==> config.mk <==
export PLATFORM = sky130hd
export DESIGN_NAME = ahb_dma_master
export DESIGN_NICKNAME = d
export VERILOG_FILES = /design/src/rtl/dma_pkg.sv /design/src/rtl/ahb_dma_master.sv
export SDC_FILE = /design/constraint.sdc
export NUM_CORES = 1
export LEC_CHECK = 0
export BUFFER_PORTS_ARGS = -buffer_cell sky130_fd_sc_hd__buf_4
export CORE_MARGIN = 2
export CORE_UTILIZATION = 55
export CTS_BUF_LIST = sky130_fd_sc_hd__clkbuf_8
export DETAILED_ROUTE_END_ITERATION = 8
export GPL_ROUTABILITY_DRIVEN = 1
export PLACE_DENSITY_LB_ADDON = 0.2
export RECOVER_POWER = 50
export SLEW_MARGIN = 20
export SYNTH_ARGS = -nofsm -noshare
export SYNTH_HDL_FRONTEND = slang
export SYNTH_SLANG_ARGS = --single-unit
==> constraint.sdc <==
create_clock -name HCLK -period 7.4 [get_ports HCLK]
set_clock_uncertainty 0.2 [all_clocks]
set_input_delay 1.48 -clock HCLK [delete_from_list [all_inputs] [get_ports HCLK]]
set_output_delay 1.48 -clock HCLK [all_outputs]
set_load 0.1 [all_outputs]
==> src/rtl/dma_pkg.sv <==
// rtl/dma_pkg.sv - shared state encoding and AHB-Lite constants for the DMA master
package dma_pkg;

    typedef enum logic [2:0] {
        ST_IDLE = 3'd0,
        ST_RD_A = 3'd1,
        ST_RD_D = 3'd2,
        ST_WR_A = 3'd3,
        ST_WR_D = 3'd4,
        ST_DONE = 3'd5
    } dma_state_t;

    localparam logic [1:0] HTRANS_IDLE   = 2'b00;
    localparam logic [1:0] HTRANS_NONSEQ = 2'b10;
    localparam logic [2:0] HSIZE_WORD    = 3'b010;
    localparam logic [2:0] HBURST_SINGLE = 3'b000;
    localparam logic [3:0] HPROT_DATA    = 4'b0011;

endpackage

==> src/rtl/ahb_dma_master.sv <==
// rtl/ahb_dma_master.sv - AHB-Lite word copy engine (optional fill mode: DMA_FILL_EN)
module ahb_dma_master
    import dma_pkg::*;
#(
    parameter int LEN_W  = 16,
    parameter int ADDR_W = 32
) (
    input  logic              HCLK,
    input  logic              HRESET,
    input  logic              start,
    input  logic [ADDR_W-1:0] src_addr,
    input  logic [ADDR_W-1:0] dst_addr,
    input  logic [LEN_W-1:0]  len,
`ifdef DMA_FILL_EN
    input  logic              fill,
    input  logic [31:0]       fill_value,
`endif
    output logic              busy,
    output logic              done,
    output logic              err,
    output logic [ADDR_W-1:0] HADDR,
    output logic [1:0]        HTRANS,
    output logic              HWRITE,
    output logic [2:0]        HSIZE,
    output logic [2:0]        HBURST,
    output logic [3:0]        HPROT,
    output logic              HMASTLOCK,
    output logic [31:0]       HWDATA,
    input  logic [31:0]       HRDATA,
    input  logic              HREADY,
    input  logic              HRESP
);

    localparam logic [ADDR_W-1:0] WORD_STEP = ADDR_W'(4);

    dma_state_t        state_q, state_d;
    logic [ADDR_W-1:0] src_ptr_q, src_ptr_d;
    logic [ADDR_W-1:0] dst_ptr_q, dst_ptr_d;
    logic [LEN_W-1:0]  remaining_q, remaining_d;
    logic [31:0]       data_reg_q, data_reg_d;
    logic [31:0]       hwdata_q, hwdata_d;
    logic [ADDR_W-1:0] haddr_q;
    logic              err_q, err_d;
    logic              fill_q, fill_d;

    // Fill requests only exist when the feature is built in; otherwise every start is a copy.
    logic              start_fill;
    logic [31:0]       start_fill_value;
`ifdef DMA_FILL_EN
    assign start_fill       = fill;
    assign start_fill_value = fill_value;
`else
    assign start_fill       = 1'b0;
    assign start_fill_value = 32'h0;
`endif

    // Address-phase outputs decode from state; HADDR keeps its last driven value elsewhere.
    always_comb begin
        HTRANS = HTRANS_IDLE;
        HWRITE = 1'b0;
        HADDR  = haddr_q;
        if (state_q == ST_RD_A) begin
            HTRANS = HTRANS_NONSEQ;
            HADDR  = src_ptr_q;
        end else if (state_q == ST_WR_A) begin
            HTRANS = HTRANS_NONSEQ;
            HWRITE = 1'b1;
            HADDR  = dst_ptr_q;
        end
    end

    assign busy      = (state_q == ST_RD_A) || (state_q == ST_RD_D) ||
                       (state_q == ST_WR_A) || (state_q == ST_WR_D);
    assign done      = (state_q == ST_DONE);
    assign err       = err_q;
    assign HWDATA    = hwdata_q;
    assign HSIZE     = HSIZE_WORD;
    assign HBURST    = HBURST_SINGLE;
    assign HPROT     = HPROT_DATA;
    assign HMASTLOCK = 1'b0;

    // Next-state logic: one word is read, then written; an error response in either data phase ends the job.
    always_comb begin
        state_d     = state_q;
        src_ptr_d   = src_ptr_q;
        dst_ptr_d   = dst_ptr_q;
        remaining_d = remaining_q;
        data_reg_d  = data_reg_q;
        hwdata_d    = hwdata_q;
        err_d       = err_q;
        fill_d      = fill_q;
        case (state_q)
            ST_IDLE: begin
                if (start) begin
                    err_d = 1'b0;
                    if (len == '0) begin
                        state_d = ST_DONE;
                    end else begin
                        src_ptr_d   = {src_addr[ADDR_W-1:2], 2'b00};
                        dst_ptr_d   = {dst_addr[ADDR_W-1:2], 2'b00};
                        remaining_d = len;
                        fill_d      = start_fill;
                        if (start_fill) begin
                            data_reg_d = start_fill_value;
                            state_d    = ST_WR_A;
                        end else begin
                            state_d    = ST_RD_A;
                        end
                    end
                end
            end
            ST_RD_A: begin
                if (HREADY) state_d = ST_RD_D;
            end
            ST_RD_D: begin
                if (HRESP) begin
                    err_d   = 1'b1;
                    state_d = ST_DONE;
                end else if (HREADY) begin
                    data_reg_d = HRDATA;
                    src_ptr_d  = src_ptr_q + WORD_STEP;
                    state_d    = ST_WR_A;
                end
            end
            ST_WR_A: begin
                if (HREADY) begin
                    hwdata_d = data_reg_q;
                    state_d  = ST_WR_D;
                end
            end
            ST_WR_D: begin
                if (HRESP) begin
                    err_d   = 1'b1;
                    state_d = ST_DONE;
                end else if (HREADY) begin
                    dst_ptr_d   = dst_ptr_q + WORD_STEP;
                    remaining_d = remaining_q - LEN_W'(1);
                    if (remaining_q == LEN_W'(1)) state_d = ST_DONE;
                    else if (fill_q)              state_d = ST_WR_A;
                    else                          state_d = ST_RD_A;
                end
            end
            ST_DONE: begin
                state_d = ST_IDLE;
            end
            default: begin
                state_d = ST_IDLE;
            end
        endcase
    end

    // State registers; reset abandons any in-flight bus transfer immediately.
    always_ff @(posedge HCLK or posedge HRESET) begin
        if (HRESET) begin
            state_q     <= ST_IDLE;
            src_ptr_q   <= '0;
            dst_ptr_q   <= '0;
            remaining_q <= '0;
            data_reg_q  <= '0;
            hwdata_q    <= '0;
            haddr_q     <= '0;
            err_q       <= 1'b0;
            fill_q      <= 1'b0;
        end else begin
            state_q     <= state_d;
            src_ptr_q   <= src_ptr_d;
            dst_ptr_q   <= dst_ptr_d;
            remaining_q <= remaining_d;
            data_reg_q  <= data_reg_d;
            hwdata_q    <= hwdata_d;
            haddr_q     <= HADDR;
            err_q       <= err_d;
            fill_q      <= fill_d;
        end
    end

endmodule
==> flow_metrics.env, run 1 <==
export IMPL_hold_class="flop to flop"
export IMPL_place_congestion=0.819
export IMPL_clock_sinks=176
export IMPL_finalSetupTns_ps=0
export IMPL_path_class="flop to output port"
export IMPL_postCtsHoldBufs=0
export IMPL_met1Wirelength_mm=9.95
export IMPL_max_cap_violations=3
export IMPL_cp_cell_sequence="inv_1, nor2_1, buf_4"
export IMPL_grt_pass1_wl_mm=36.8
export IMPL_synth_edf_count=0
export IMPL_clk_path_buf_depth=2
export IMPL_die_h_um=132
export IMPL_grt_util_all_layers_pct=25.8
export IMPL_cts_buffers=17
export IMPL_dieArea_sq_mm=0.0175
export IMPL_fmax_mhz=204
export IMPL_grt_pass1_vias=7196
export IMPL_yosys_area_top_type_share_pct=48.6
export IMPL_port_buffers=181
export IMPL_wl_per_cell_um=17.5
export IMPL_syn_to_final_growth_pct=20.3
export IMPL_vias=7589
export IMPL_drc=0
export IMPL_ys_seq_area_share_pct=48.6
export IMPL_vias_per_cell=5.91
export IMPL_slew_viol_final=165
export IMPL_rsz0062_at_grt="no"
export IMPL_ios=198
export IMPL_cp_arrival_ps=3220
export IMPL_synth_area_leaders="dfrtp_1, mux2_2, a21oi_1, o21ai_0, mux2i_1"
export IMPL_period_share_pct=66.3
export IMPL_cts_tree="yes"
export IMPL_fin_crit_ps=4900
export IMPL_highest_layer="met4"
export IMPL_placedCellCount=1251
export IMPL_first_iter_violations=445
export IMPL_multi_input_area_sq_mm=0.00429
export IMPL_ys_ff_latch=176
export IMPL_wl_met2_mm=10.7
export IMPL_drive_gt1_share_pct=29.3
export IMPL_clock_root_buffer="clkbuf_8"
export IMPL_dr_pass1_iters=5
export IMPL_synth_top_area_cell="dfrtp_1"
export IMPL_htreeDepth=4
export IMPL_cp_end_kind="output port"
export IMPL_fin_util_pct=68.2
export IMPL_start_kind="flop"
export IMPL_antenna_found_initial=0
export IMPL_slowest_stage="dfrtp_1"
export IMPL_rows=46
export IMPL_async_flop_share_pct=100
export IMPL_status="finished, violations left"
export IMPL_ys_types=67
export IMPL_required_ps=5720
export IMPL_postCtsSetupBuffers=0
export IMPL_place_hpwl_mm=15.5
export IMPL_syn_avg_cell_area_sq_um=9.96
export IMPL_cp_max_fo=39
export IMPL_tightest_slew_ps=2580
export IMPL_synth_ff_type="dfrtp_1"
export IMPL_setup_violations=0
export IMPL_ff_latch_area_sq_mm=0.00440
export IMPL_stdcell_count=1285
export IMPL_finalHoldViolCount=0
export IMPL_drt_wl_total_mm=22.5
export IMPL_grt_max_degree=108
export IMPL_initial_utilization_pct=56.7
export IMPL_wl_met3_mm=1.20
export IMPL_synth_cells=910
export IMPL_cts_resized=0
export IMPL_diodes=0
export IMPL_violations="max-capacitance violations, max-slew violations"
export IMPL_overflow=0
export IMPL_fillers=1292
export IMPL_holdWs_ps=304
export IMPL_die_w_um=132
export IMPL_worstSkewPairLatency_ps=470
export IMPL_relSlewSlack_pct=-73.2
export IMPL_synth_area_sq_mm=0.00907
export IMPL_fp_coreArea_sq_mm=0.0160
export IMPL_ant_nets=0
export IMPL_fin_nets=1177
export IMPL_synth_warnings=0
export IMPL_cpPeakStageDelay_ps=1680
export IMPL_path_clk_slew_ps=100
per-stage QoR:
step | instance area (sq um) | setup WS [ps]
2_1_floorplan | 9100 | 946
3_3_place_gp | 10500 | 3320
3_5_place_dp | 10500 | 3310
4_1_cts | 10900 | 3080
5_1_grt | 10900 | 2280
6_report | 10900 | 2500
flip-flops by register name (all words and copies together) (netlist names):
signal / flops
haddr_q: 32
HWDATA: 32
dst_ptr_q: 30
src_ptr_q: 30
data_reg_q: 32
remaining_q: 16
state_q: 3
err: 1
area by class of cell:
cell class | count | area share (%)
multi-input combinational | 655 | 39.3
timing repair buffer | 194 | 13.7
sequential | 176 | 40.4
clock inverter | 15 | 1.55
inverter | 12 | 0.424
tap | 216 | 2.48
clock buffer | 17 | 2.15
per-layer routing:
layer | global-route usage, % | vias up
li1 | - | 3645
met5 | 0 | -
met1 | 34.9 | 3636
met4 | 9.74 | 0
met3 | 4.84 | 46
met2 | 41.5 | 262
synthesized netlist by cell type, types with 5 or more instances:
master and instances:
nand4_1 18, o22a_1 22, a2bb2oi_1 10, clkbuf_1 30
o2bb2a_1 5, o22ai_1 21, nand2_1 86, and2_1 6
dfrtp_1 176, nor2_1 51, mux2_2 64, nand3_1 30
inv_1 12, a21oi_1 83, nor4_1 12, buf_2 29
nor3_1 16, and4_1 5, and3_1 13, buf_4 14
a22oi_1 7, a31oi_1 10, mux2i_1 34, o2bb2ai_1 5
o21ai_0 81
layout by cell type (no fill, tap or decap), drive strengths merged, types with 5 or more instances in the layout:
master     n
buf      192
a21oi     83
inv       20
nor3      18
and2       6
nand2     87
clkinv     6
o21ai     82
o22a      22
conb      12
o22ai     21
nand4     20
nor2      52
nand3     34
mux2      64
dfrtp    176
a2bb2oi   12
a22oi      7
nor4      16
a31oi     10
and4       5
clkbuf    19
and3      13
o2bb2ai    5
o2bb2a     5
mux2i     34
final timing paths:
path	from	end	slack, ps	depth (start not counted)
hold / removal	haddr_q[28]$_DFF_PP0_	haddr_q[28]$_DFF_PP0_	300	2
min in group asynchronous	HRESET	src_ptr_q[26]$_DFFE_PP0P_	1510	2
setup / recovery	state_q[1]$_DFFE_PP0P_	HWRITE	2500	3
max in group asynchronous	HRESET	data_reg_q[8]$_DFFE_PP0P_	3020	3
hold reg to reg	haddr_q[28]$_DFF_PP0_	haddr_q[28]$_DFF_PP0_	300	2
setup reg to reg	state_q[1]$_DFFE_PP0P_	data_reg_q[28]$_DFFE_PP0P_	3100	5
critical path: cells and delay by family (launching register included):
family | cells | cell delay (ps)
AND/OR/NAND/NOR | 1 | 260
flip-flops | 1 | 1680
buffers and inverters | 2 | 800
cells by family (layout without fill, tap and decap cells):
family | count (synthesis) | count (layout) | share of synthesized area [%]
other cells | 2 | 12 | 0.0828
xor+xnor | 2 | 2 | 0.193
compound gates | 275 | 275 | 19.1
fa+ha+maj | 4 | 4 | 0.552
flops | 176 | 176 | 48.6
mux | 98 | 98 | 11.7
simple gates | 264 | 264 | 15.2
buf+inv | 89 | 238 | 4.66
Power of run 1 is left out: the tool's default activity adds up to more than one toggle a clock period on the data nets, which glitch-free logic cannot reach.
==> run 2, diff against run 1 <==
==> constraint.sdc (replaced) <==
create_clock -name HCLK -period 5 [get_ports HCLK]
set_clock_uncertainty 0.2 [all_clocks]
set_input_delay 1 -clock HCLK [delete_from_list [all_inputs] [get_ports HCLK]]
set_output_delay 1 -clock HCLK [all_outputs]
set_load 0.1 [all_outputs]
==> run 2 against run 1 <==
Compared with the run above:
- the run still ends with max-capacitance violations, max-slew violations left
- cell count did not move
- sequential share of layout area barely moved
- worst hold slack got worse by 6.8 ps
- highest routed layer unchanged
- via count fell by 0.36%
- critical path depth did not move
- first-iteration DRC count fell by 5.4%
- global-route usage fell by 0.39 points
==> flow_metrics.env, run 2 (same netlist as run 1, synthesis figures left out) <==
export IMPL_postCtsSetupBuffers=0
export IMPL_place_congestion=0.854
export IMPL_drive_gt1_share_pct=29.2
export IMPL_path_delay_family="buffers and inverters"
export IMPL_drc=0
export IMPL_grt_util_all_layers_pct=25.4
export IMPL_antenna_found_initial=0
export IMPL_pre_cts_slack_ps=1360
export IMPL_die_w_um=132
export IMPL_finalHoldViolCount=0
export IMPL_ios=198
export IMPL_cp_cell_sequence="clkbuf_4, clkinvlp_2, clkbuf_1"
export IMPL_fin_nets=1177
export IMPL_path_clk_slew_ps=90
export IMPL_cts_resized=0
export IMPL_timing_rr_start="state_q[1]$_DFFE_PP0P_"
export IMPL_grt_pass1_wl_mm=36.1
export IMPL_cpPeakStageDelay_ps=1480
export IMPL_setup_violations=0
export IMPL_drt_wl_total_mm=22.1
export IMPL_final_common_cell="buf_4"
export IMPL_cp_depth=3
export IMPL_min_delay_start="haddr_q[0]$_DFF_PP0_"
export IMPL_first_iter_violations=421
export IMPL_dieArea_sq_mm=0.0175
export IMPL_vias_per_cell=5.88
export IMPL_fin_crit_ps=3760
export IMPL_clock_sinks=176
export IMPL_violations="max-capacitance violations, max-slew violations"
export IMPL_wl_per_cell_um=17.2
export IMPL_place_hpwl_mm=15.6
export IMPL_fmax_mhz=266
export IMPL_postCtsHoldBufs=0
export IMPL_cp_arrival_ps=3750
export IMPL_overflow=0
export IMPL_slowest_stage="clkbuf_1"
export IMPL_htreeDepth=4
export IMPL_relSlewSlack_pct=-33.4
export IMPL_startpoint="HRESET"
export IMPL_dr_pass1_iters=5
export IMPL_vias=7562
export IMPL_ant_nets=0
export IMPL_port_buffers=181
export IMPL_fp_coreArea_sq_mm=0.0160
export IMPL_diodes=0
export IMPL_cts_tree="yes"
export IMPL_initial_utilization_pct=56.7
export IMPL_start_kind="primary input"
export IMPL_rr_worst_depth=5
export IMPL_hold_path_depth=1
export IMPL_cp_max_fo=43
export IMPL_cts_buffers=17
export IMPL_cp_end_kind="asynchronous set/reset pin"
export IMPL_clk_path_buf_depth=2
export IMPL_max_cap_violations=2
export IMPL_path_class="primary input to asynchronous set/reset pin"
export IMPL_die_h_um=132
export IMPL_worstSkewPairLatency_ps=460
export IMPL_worst_slack_ps=1240
export IMPL_grt_max_degree=82
export IMPL_fin_util_pct=68.2
export IMPL_rows=46
export IMPL_critical_path_buf_inv_count=3
export IMPL_period_share_pct=75.2
export IMPL_finalSetupTns_ps=0
export IMPL_slew_viol_final=81
export IMPL_clock_root_buffer="clkbuf_8"
export IMPL_syn_to_final_growth_pct=20.3
export IMPL_required_ps=4990
export IMPL_rsz0062_at_grt="no"
export IMPL_status="finished, violations left"
export IMPL_tightest_slew_ps=1990
export IMPL_grt_pass1_vias=6989
export IMPL_hold_class="flop to flop"
export IMPL_layout_common_cells="buf_4, dfrtp_1, nand2_1"
-- run 2: layer usage --
layer / up-vias / routed length, um / track usage, %
met1: 3605 / 9720 / 34.8
li1: 3640 / - / -
met4: 0 / 535 / 8.54
met5: - / 0 / 0
met2: 283 / 10300 / 39.8
met3: 34 / 1560 / 6.42
-- run 2: worst paths after layout --
path | end | slack [ps]
min in group asynchronous | haddr_q[25]$_DFF_PP0_ | 850
min | haddr_q[0]$_DFF_PP0_ | 300
max reg2reg | data_reg_q[18]$_DFFE_PP0P_ | 1530
min reg2reg | haddr_q[0]$_DFF_PP0_ | 300
max | haddr_q[31]$_DFF_PP0_ | 1240
max in group HCLK | HADDR[11] | 1240
-- run 2: worst reg2reg max path, stage by stage, from the launching register on --
cell and delay (ps):
dfrtp_2 1060, inv_1 350, or3_1 750, nor2_2 180, buf_4 410, mux2_2 420
-- run 2: final cells by class --
type                       count  area, sq um
fill                        1302         5090
sequential                   176         4410
multi-input combinational    655         4290
timing repair buffer         194         1460
tap                          216          270
clock buffer                  17          234
clock inverter                15          194
inverter                      12         46.3
-- run 2: per-stage QoR --
stage	hold WS, ps	instance area (sq um)	instances
2_1_floorplan	257	9110	920
3_3_place_gp	269	10500	1253
3_5_place_dp	279	10500	1253
4_1_cts	301	10900	1285
5_1_grt	316	10900	1285
6_report	298	10900	1285
Power of run 2 is left out for the same reason.
